[src/rtl/dmem_arbiter_if.sv]
// Per-master request/response port of the data-memory arbiter.
// The master modport is the requester side; the slave modport is the arbiter side.
interface dmem_arbiter_if #(
  parameter int AW = 32,
  parameter int DW = 32
);
  logic              req;
  logic [AW-1:0]     addr;
  logic [DW-1:0]     wdata;
  logic [DW/8-1:0]   we;
  logic              gnt;
  logic              rvalid;
  logic [DW-1:0]     rdata;

  modport master (output req, addr, wdata, we, input gnt, rvalid, rdata);
  modport slave  (input req, addr, wdata, we, output gnt, rvalid, rdata);
endinterface

[src/rtl/dmem_arbiter.sv]
// Two-master arbiter/sequencer for the CPU data memory port.
// Writes issue one per cycle; reads take IDLE->RD and return registered data
// to the issuing master two cycles after the grant.
// Optional feature: define DMEM_ARB_RR_EN for round-robin tie breaking
// (default is fixed priority, master 0 wins).
module dmem_arbiter #(
  parameter int AW = 32,
  parameter int DW = 32
) (
  input  logic              clk,
  input  logic              reset_n,
  dmem_arbiter_if.slave     m0,
  dmem_arbiter_if.slave     m1,
  output logic [AW-1:0]     daddr,
  output logic [DW-1:0]     dwdata,
  output logic [DW/8-1:0]   dwe,
  input  logic [DW-1:0]     drdata
);

  typedef enum logic {IDLE = 1'b0, RD = 1'b1} state_e;

  state_e                state_q, state_d;
  logic [1:0]            req, gnt;
  logic                  sel, is_wr, win;
  logic [DW/8-1:0]       sel_we;
  logic                  owner_q, owner_d;
  logic [AW-1:0]         daddr_q, daddr_d;
  logic [DW-1:0]         dwdata_q, dwdata_d;
  logic [DW/8-1:0]       dwe_q, dwe_d;
  logic [1:0][DW-1:0]    rdata_q, rdata_d;
  logic [1:0]            rvalid_q, rvalid_d;

  assign req    = {m1.req, m0.req};
  assign sel    = gnt[1];
  assign sel_we = sel ? m1.we : m0.we;
  assign is_wr  = |sel_we;

`ifdef DMEM_ARB_RR_EN
  // last_q holds the index of the most recently granted master
  logic last_q, last_d;
  assign win = ~last_q;

  // pointer follows every grant, contested or not
  always_comb begin
    last_d = last_q;
    if (|gnt) last_d = sel;
  end

  // round-robin pointer register; reset to 1 so master 0 wins the first tie
  always_ff @(posedge clk or negedge reset_n) begin
    if (!reset_n) last_q <= 1'b1;
    else          last_q <= last_d;
  end
`else
  assign win = 1'b0;
`endif

  // state register
  always_ff @(posedge clk or negedge reset_n) begin
    if (!reset_n) state_q <= IDLE;
    else          state_q <= state_d;
  end

  // next state: an accepted read enters RD, RD always returns to IDLE
  always_comb begin
    state_d = state_q;
    case (state_q)
      IDLE:    if (|gnt && !is_wr) state_d = RD;
      RD:      state_d = IDLE;
      default: state_d = IDLE;
    endcase
  end

  // grant decode: only in IDLE, ties broken by win (0 -> m0, 1 -> m1)
  always_comb begin
    gnt = '0;
    if (state_q == IDLE) begin
      if (req == 2'b11) gnt = win ? 2'b10 : 2'b01;
      else              gnt = req;
    end
  end

  // datapath next values: launch granted request, capture read data in RD
  always_comb begin
    daddr_d  = daddr_q;
    dwdata_d = dwdata_q;
    dwe_d    = '0;
    owner_d  = owner_q;
    rdata_d  = rdata_q;
    rvalid_d = '0;
    if (|gnt) begin
      daddr_d = sel ? m1.addr : m0.addr;
      dwe_d   = sel_we;
      if (is_wr) dwdata_d = sel ? m1.wdata : m0.wdata;
      else       owner_d  = sel;
    end
    if (state_q == RD) begin
      rdata_d[owner_q]  = drdata;
      rvalid_d[owner_q] = 1'b1;
    end
  end

  // datapath registers
  always_ff @(posedge clk or negedge reset_n) begin
    if (!reset_n) begin
      daddr_q  <= '0;
      dwdata_q <= '0;
      dwe_q    <= '0;
      owner_q  <= 1'b0;
      rdata_q  <= '0;
      rvalid_q <= '0;
    end else begin
      daddr_q  <= daddr_d;
      dwdata_q <= dwdata_d;
      dwe_q    <= dwe_d;
      owner_q  <= owner_d;
      rdata_q  <= rdata_d;
      rvalid_q <= rvalid_d;
    end
  end

  assign daddr     = daddr_q;
  assign dwdata    = dwdata_q;
  assign dwe       = dwe_q;
  assign m0.gnt    = gnt[0];
  assign m1.gnt    = gnt[1];
  assign m0.rvalid = rvalid_q[0];
  assign m1.rvalid = rvalid_q[1];
  assign m0.rdata  = rdata_q[0];
  assign m1.rdata  = rdata_q[1];

endmodule

[src/flat_wrapper.sv]
// flat-port wrapper written by rule: the top's interface ports become plain ports
module dmem_arbiter_flat 
#(
  parameter int AW = 32,
  parameter int DW = 32
)
  (clk, reset_n, daddr, dwdata, dwe, drdata, m0_req, m0_addr, m0_wdata, m0_we, m0_gnt, m0_rvalid, m0_rdata, m1_req, m1_addr, m1_wdata, m1_we, m1_gnt, m1_rvalid, m1_rdata);
  dmem_arbiter_if #(.AW(AW), .DW(DW)) m0_i ();
  dmem_arbiter_if #(.AW(AW), .DW(DW)) m1_i ();
  input  logic clk;
  input  logic reset_n;
  output logic [AW-1:0] daddr;
  output logic [DW-1:0] dwdata;
  output logic [DW/8-1:0] dwe;
  input  logic [DW-1:0] drdata;
  input wire logic [$bits(m0_i.req)-1:0] m0_req;
  input wire logic [$bits(m0_i.addr)-1:0] m0_addr;
  input wire logic [$bits(m0_i.wdata)-1:0] m0_wdata;
  input wire logic [$bits(m0_i.we)-1:0] m0_we;
  output wire logic [$bits(m0_i.gnt)-1:0] m0_gnt;
  output wire logic [$bits(m0_i.rvalid)-1:0] m0_rvalid;
  output wire logic [$bits(m0_i.rdata)-1:0] m0_rdata;
  input wire logic [$bits(m1_i.req)-1:0] m1_req;
  input wire logic [$bits(m1_i.addr)-1:0] m1_addr;
  input wire logic [$bits(m1_i.wdata)-1:0] m1_wdata;
  input wire logic [$bits(m1_i.we)-1:0] m1_we;
  output wire logic [$bits(m1_i.gnt)-1:0] m1_gnt;
  output wire logic [$bits(m1_i.rvalid)-1:0] m1_rvalid;
  output wire logic [$bits(m1_i.rdata)-1:0] m1_rdata;
  assign m0_i.req = m0_req;
  assign m0_i.addr = m0_addr;
  assign m0_i.wdata = m0_wdata;
  assign m0_i.we = m0_we;
  assign m0_gnt = m0_i.gnt;
  assign m0_rvalid = m0_i.rvalid;
  assign m0_rdata = m0_i.rdata;
  assign m1_i.req = m1_req;
  assign m1_i.addr = m1_addr;
  assign m1_i.wdata = m1_wdata;
  assign m1_i.we = m1_we;
  assign m1_gnt = m1_i.gnt;
  assign m1_rvalid = m1_i.rvalid;
  assign m1_rdata = m1_i.rdata;
  dmem_arbiter #(.AW(AW), .DW(DW)) u_core (.clk(clk), .reset_n(reset_n), .m0(m0_i), .m1(m1_i), .daddr(daddr), .dwdata(dwdata), .dwe(dwe), .drdata(drdata));
endmodule
[config.mk]
export PLATFORM = sky130hd
export DESIGN_NAME = dmem_arbiter_flat
export DESIGN_NICKNAME = d
export VERILOG_FILES = /design/src/rtl/dmem_arbiter_if.sv /design/src/rtl/dmem_arbiter.sv /design/src/flat_wrapper.sv
export SDC_FILE = /design/constraint.sdc
export NUM_CORES = 1
export LEC_CHECK = 0
export ABC_AREA = 1
export ABC_CLOCK_PERIOD_IN_PS = 2800
export CAP_MARGIN = 10
export CORE_AREA = 2 2 120 122
export CTS_CLUSTER_DIAMETER = 30
export CTS_CLUSTER_SIZE = 16
export DETAILED_ROUTE_END_ITERATION = 8
export DIE_AREA = 0 0 122 124
export GPL_TIMING_DRIVEN = 0
export PLACE_DENSITY_LB_ADDON = 0.12
export SLEW_MARGIN = 20
export SYNTH_ARGS = -nofsm -noshare
export SYNTH_HDL_FRONTEND = slang
export SYNTH_SLANG_ARGS = --single-unit
[constraint.sdc]
create_clock -name clk -period 2.8 [get_ports clk]
set_input_delay 0.28 -clock clk [delete_from_list [all_inputs] [get_ports clk]]
set_output_delay 0.28 -clock clk [all_outputs]
set_load 0.05 [all_outputs]
==> results.cfg, run 1 <==
[clocking]
tritoncts = yes
path_clk_slew_ns = 0.06
cts_made_buffers = 17
clk_latency_ns = 0.42
post_cts_buffers = 0
cts-root-buf = clkbuf_16
clockBufferDepth = 2
htree_levels = 4
numClockSinks = 136

[cells_and_area]
fin_cells = 1213
multi_input_area_um2 = 2040
final_area_um2 = 9760
syn2layout_area_growth_pct = 68.6
seq_area_um2 = 3400
antenna_cells = 0
nNetsFinal = 1192
nFillCells = 1096
drive_gt1_frac = 0.0687
fin_util = 0.712

[synth]
async_reset_ff_frac = 1.00
yosys-top-cells-area = dfrtp_1 59%, nand2_1 21%, nand3_1 6.1%, o21ai_0 5.5%, inv_1 2.3%
synthDistinctLibCells = 17
ys_warn_count = 0
synth_common_cells = 318 x nand2_1, 136 x dfrtp_1, 70 x nand3_1, 64 x o21ai_0, 36 x inv_1
syn_inst = 692
ys_ff_latch = 136
synthFlopType = dfrtp_1
synth-edff-count = 0
yosysMostFrequentCell = nand2_1
seq_area_frac_synth = 0.588
synthDominantCellAreaShare = 0.588
syn_area_um2 = 5790
yosysTopAreaCell = dfrtp_1
synthesis.nets = 864
avgSynthCellArea_um2 = 8.37

[floorplan]
die-area_um2 = 15100
rows = 43
io_pins = 308
die_h_um = 124
placeableCoreArea_um2 = 13700
die_x_um = 122
initial_core_util = 0.422

[place]
post-place-ws_ns = -0.0579
placedInstanceArea_um2 = 9120
place_hpwl_um = 14000
portBuffers = 307
place_congestion = 0.832
placed_cells = 1180

[global_routing]
grt_overflow = 0
antenna_found_initial = 0
grt_use_total = 0.255
grt_max_degree = 91
grt_pass1_vias = 5718
grt_pass1_wl_um = 29200

[timing]
max_freq_mhz = 376
totalNegativeSetupSlack_ns = 0
finalMaxSlewViolations = 0
layout_min_cycle_time_ns = 2.66
fin_crit_sh = 0.949
hold_violations = 0
rsz0062_at_grt = no
fin_ws_ns = 0.143
slew_headroom = 0.611
worst_slew_pin_slew_ns = 0.582
hold_slack_ns = 0.336
setup_violations = 0
clock-skew-final_ns = 0.00757

[power]
power_leakage_nw = 4.72
power.total_mw = 9.39
ir_drop_v = 0.000431
cellPowerDensity_nw_per_um2 = 961

[drt]
wl_met1_um = 7110
top_layer = met4
ant_nets = 0
wl_met2_um = 9320
drc_errors = 0
first_pass_iters = 4
wl_per_cell_um = 15.2
via_per_inst = 4.72
drt_iter0_markers = 270
vias = 5725
met3_length_um = 1470
wirelength_um = 18500

[critical_path]
cp-start-kind = flop
criticalPathCategory = reg -> out
cp.arrival_ns = 2.38
crit_required_ns = 2.52
timing.reg2reg.setup_slack_ns = 1.03
cp-end-kind = primary output
worstPathMaxFanout = 10

[run_status]
status = finished, final reports clean

[flow_run]
maxCapViolCount = 0

[hold_path]
hold_class = in -> async
## what timing repair did
item,CTS,global route
hold endpoints to repair,46,0
endpoints found under the setup margin,1,2
resized for setup,1,2
hold buffers,1,0
## sequential cells by signal, summed over array words and instances, names as in the netlist
| register | cells |
|---|---|
| u_core.rvalid_q | 2 |
| u_core.m1.rdata | 32 |
| u_core.state_q | 1 |
| u_core.dwdata | 32 |
| u_core.owner_q | 1 |
| u_core.dwe | 4 |
| u_core.daddr | 32 |
| u_core.m0.rdata | 32 |
## cells in the final DEF (no fill, tap or decap), types with 10 or more instances in the layout
cell type | Yosys | final
buf_2 | 10 | 10
clkbuf_1 | 22 | 24
clkbuf_16 | 0 | 17
clkdlybuf4s50_1 | 0 | 304
dfrtp_1 | 136 | 136
inv_1 | 36 | 36
nand2_1 | 318 | 318
nand2_2 | 16 | 16
nand3_1 | 70 | 70
o21ai_0 | 64 | 64
## area by class of cell
type                            count  share of cell area
Timing Repair Buffer              309               0.319
Multi-Input combinational cell    478               0.209
Clock buffer                       21              0.0472
Clock inverter                     11              0.0173
Sequential cell                   136               0.349
Tap cell                          180              0.0231
Buffer                             39              0.0201
Inverter                           39              0.0150
## cells by family (layout without fill, tap and decap cells)
| group | Yosys count | count (layout) | synth area share |
|---|---|---|---|
| buffers and inverters | 78 | 419 | 0.0592 |
| DFF | 136 | 136 | 0.588 |
| and+or+nand+nor | 410 | 410 | 0.294 |
| AOI/OAI and AO/OA | 68 | 68 | 0.0588 |
## critical path: stages (launching register included)
cell             delay, ns
dfrtp_1               0.42
nor2_4                0.17
nand2_2               0.08
buf_6                 0.15
inv_2                 0.06
buf_2                 0.27
buf_2                 0.26
clkdlybuf4s15_1       0.53
## path summary, 6_finish.rpt
path	startpoint	endpoint	cells past startpoint
min in group clk	m1_addr[22]	u_core.daddr[22]	3
worst min-delay path	reset_n	u_core.m1.rdata[5]	2
max in group asynchronous	reset_n	u_core.dwdata[5]	3
worst min register to register	u_core.dwdata[23]	u_core.dwdata[23]	2
worst max-delay path	u_core.state_q	m1_gnt	7
worst max register to register	u_core.state_q	u_core.dwdata[23]	10
## where the power goes
group | switching (mW) | internal [mW]
Combinational | 2.77 | 1.41
Clock | 0.837 | 1.54
Sequential | 0.302 | 2.52
## per-layer routing
| metal | vias up | GRT usage |
|---|---|---|
| met5 | - | 0 |
| met4 | 0 | 0.109 |
| met3 | 40 | 0.0838 |
| met2 | 223 | 0.435 |
| met1 | 2638 | 0.294 |
| li1 | 2824 | - |
Note: power is estimated with default switching activity, not from simulation.
==> run 2: changes to the inputs <==
Settings changed: CORE_AREA 2 2 120 122 to not set, CORE_ASPECT_RATIO set to 0.8, CORE_UTILIZATION set to 43, DIE_AREA 0 0 122 124 to not set, SETUP_SLACK_MARGIN set to 0.2.
==> results.cfg, run 2 (synthesis results as in run 1) <==
[clocking]
cts_made_buffers = 17
numClockSinks = 136
path_clk_slew_ns = 0.06
tritoncts = yes
post_cts_buffers = 0
clockBufferDepth = 2
cts-root-buf = clkbuf_16
clk_latency_ns = 0.40
htree_levels = 4

[power]
power.total_mw = 9.45
p_clk_frac = 0.253
p_sw_mw = 3.99
power_leakage_nw = 4.71
power_frac_seq = 0.301
swShare = 0.422
power_frac_comb = 0.446
cellPowerDensity_nw_per_um2 = 969
ir_drop_v = 0.000698
intPower_mw = 5.46

[critical_path]
worstPathMaxFanout = 10
cp-start-kind = flop
worstPathCellList = inv_1 -> nand2_1 -> inv_1 -> clkbuf_1 -> dlygate4sd2_1
cp.arrival_ns = 2.18
path_depth = 5
cp-end-kind = primary output
cpMostUsedCell = inv_1
cp_slowest_cell = dlygate4sd2_1
crit_family = buffers and inverters
crit_required_ns = 2.52
crit_buf_inv = 4
criticalPathCategory = reg -> out
r2r_cells = 9
slowest_delay_ns = 0.58

[run_status]
status = finished, final reports clean

[cells_and_area]
layout_common_cells = 318 x nand2_1, 304 x clkdlybuf4s50_1, 136 x dfrtp_1
layout_commonest_cell = nand2_1
multi_input_area_um2 = 2040
antenna_cells = 0
syn2layout_area_growth_pct = 68.5
fin_cells = 1208
nFillCells = 993
drive_gt1_frac = 0.0707
seq_area_um2 = 3400
nNetsFinal = 1192

[place]
place_congestion = 0.819
place_hpwl_um = 14000
portBuffers = 307
placed_cells = 1175
post-place-ws_ns = -0.0298

[flow_run]
maxCapViolCount = 0

[drt]
drt_iter0_markers = 292
ant_nets = 0
via_per_inst = 4.75
wl_per_cell_um = 15.3
first_pass_iters = 4
vias = 5743
drc_errors = 0
wirelength_um = 18500

[timing]
max_freq_mhz = 407
finalMaxSlewViolations = 0
clock-skew-final_ns = 0.0115
worst_slew_pin_slew_ns = 0.649
hold_violations = 0
setup_violations = 0
slew_headroom = 0.567
fin_ws_ns = 0.342
fin_crit_sh = 0.878
totalNegativeSetupSlack_ns = 0
layout_min_cycle_time_ns = 2.46
rsz0062_at_grt = no

[floorplan]
placeableCoreArea_um2 = 13000
die_x_um = 132
die_h_um = 106
rows = 37
io_pins = 308
initial_core_util = 0.445
die-area_um2 = 13900

[global_routing]
grt_pass1_vias = 5790
grt_pass1_wl_um = 29500
antenna_found_initial = 0
grt_overflow = 0
grt_max_degree = 90
grt_use_total = 0.275

[hold_path]
hold_class = in -> async
## run 2: cell count changes in the layout (fill, tap and decap cells not counted), sizes merged
cell | previous run | this run
inv | 41 | 42
clkinvlp | 1 | 2
dlygate4sd2 | 0 | 1
clkdlybuf4s15 | 1 | 0
clkbuf | 43 | 42
dlymetal6s2s | 1 | 0
## run 2: path summary, 6_finish.rpt
kind | start | to | slack [ns]
setup / recovery | u_core.state_q | m0_gnt | 0.34
hold / removal | reset_n | u_core.dwdata[9] | 0.36
setup reg to reg | u_core.state_q | u_core.dwdata[27] | 0.96
hold reg to reg | u_core.dwdata[18] | u_core.dwdata[18] | 0.47
max in group asynchronous | reset_n | u_core.dwdata[21] | 1.65
min in group clk | m0_addr[16] | u_core.daddr[16] | 0.44
## run 2: per-stage QoR
step	hold slack, ns	instance area, µm²	util
final	0.363	9750	0.750
after global routing	0.383	9750	0.750
after CTS	0.369	9760	0.750
after detailed placement	0.201	9110	0.701
after global placement	0.453	9080	0.698
after floorplan	-0.0156	5790	-
## run 2: repair_timing
action | 4_1_cts | 5_1_grt
hold buffers | 1 | 0
hold endpoints to repair | 47 | 0
resized for setup | 2 | 2
endpoints found under the setup margin | 2 | 1
## run 2: area by class of cell
cell class | count | area share
Sequential cell | 136 | 0.349
Timing Repair Buffer | 309 | 0.319
Multi-Input combinational cell | 478 | 0.210
Clock buffer | 19 | 0.0454
Tap cell | 175 | 0.0224
Buffer | 39 | 0.0201
Clock inverter | 13 | 0.0198
Inverter | 39 | 0.0150
## run 2: power by group through the flow
| stage | Clock, mW | Sequential [mW] | Combinational [mW] |
|---|---|---|---|
| 6_report | 2.39 | 2.84 | 4.22 |
| 3_5_place_dp | 0 | 2.86 | 4.22 |
| 2_1_floorplan | 0 | 4.80 | 0.592 |
| 3_3_place_gp | 0 | 2.85 | 4.19 |
| 5_1_grt | 2.51 | 2.91 | 4.42 |
| 4_1_cts | 2.42 | 2.84 | 4.24 |
## run 2: worst register-to-register path, cell delays in order, from the launching register on
cell	delay, ns
dfrtp_1	0.41
nor2_4	0.18
nand2_2	0.08
buf_6	0.15
inv_2	0.06
clkbuf_1	0.50
nand2_1	0.10
nand2_1	0.09
nand3_1	0.09
nand2_1	0.11
## run 2: metal layers
metal	track usage	up-vias	wire [µm]	share of wire
li1	-	2821	-	-
met1	0.319	2655	7460	0.40
met2	0.467	228	8940	0.48
met3	0.0890	39	1420	0.077
met4	0.118	0	644	0.035
met5	0	-	0	0
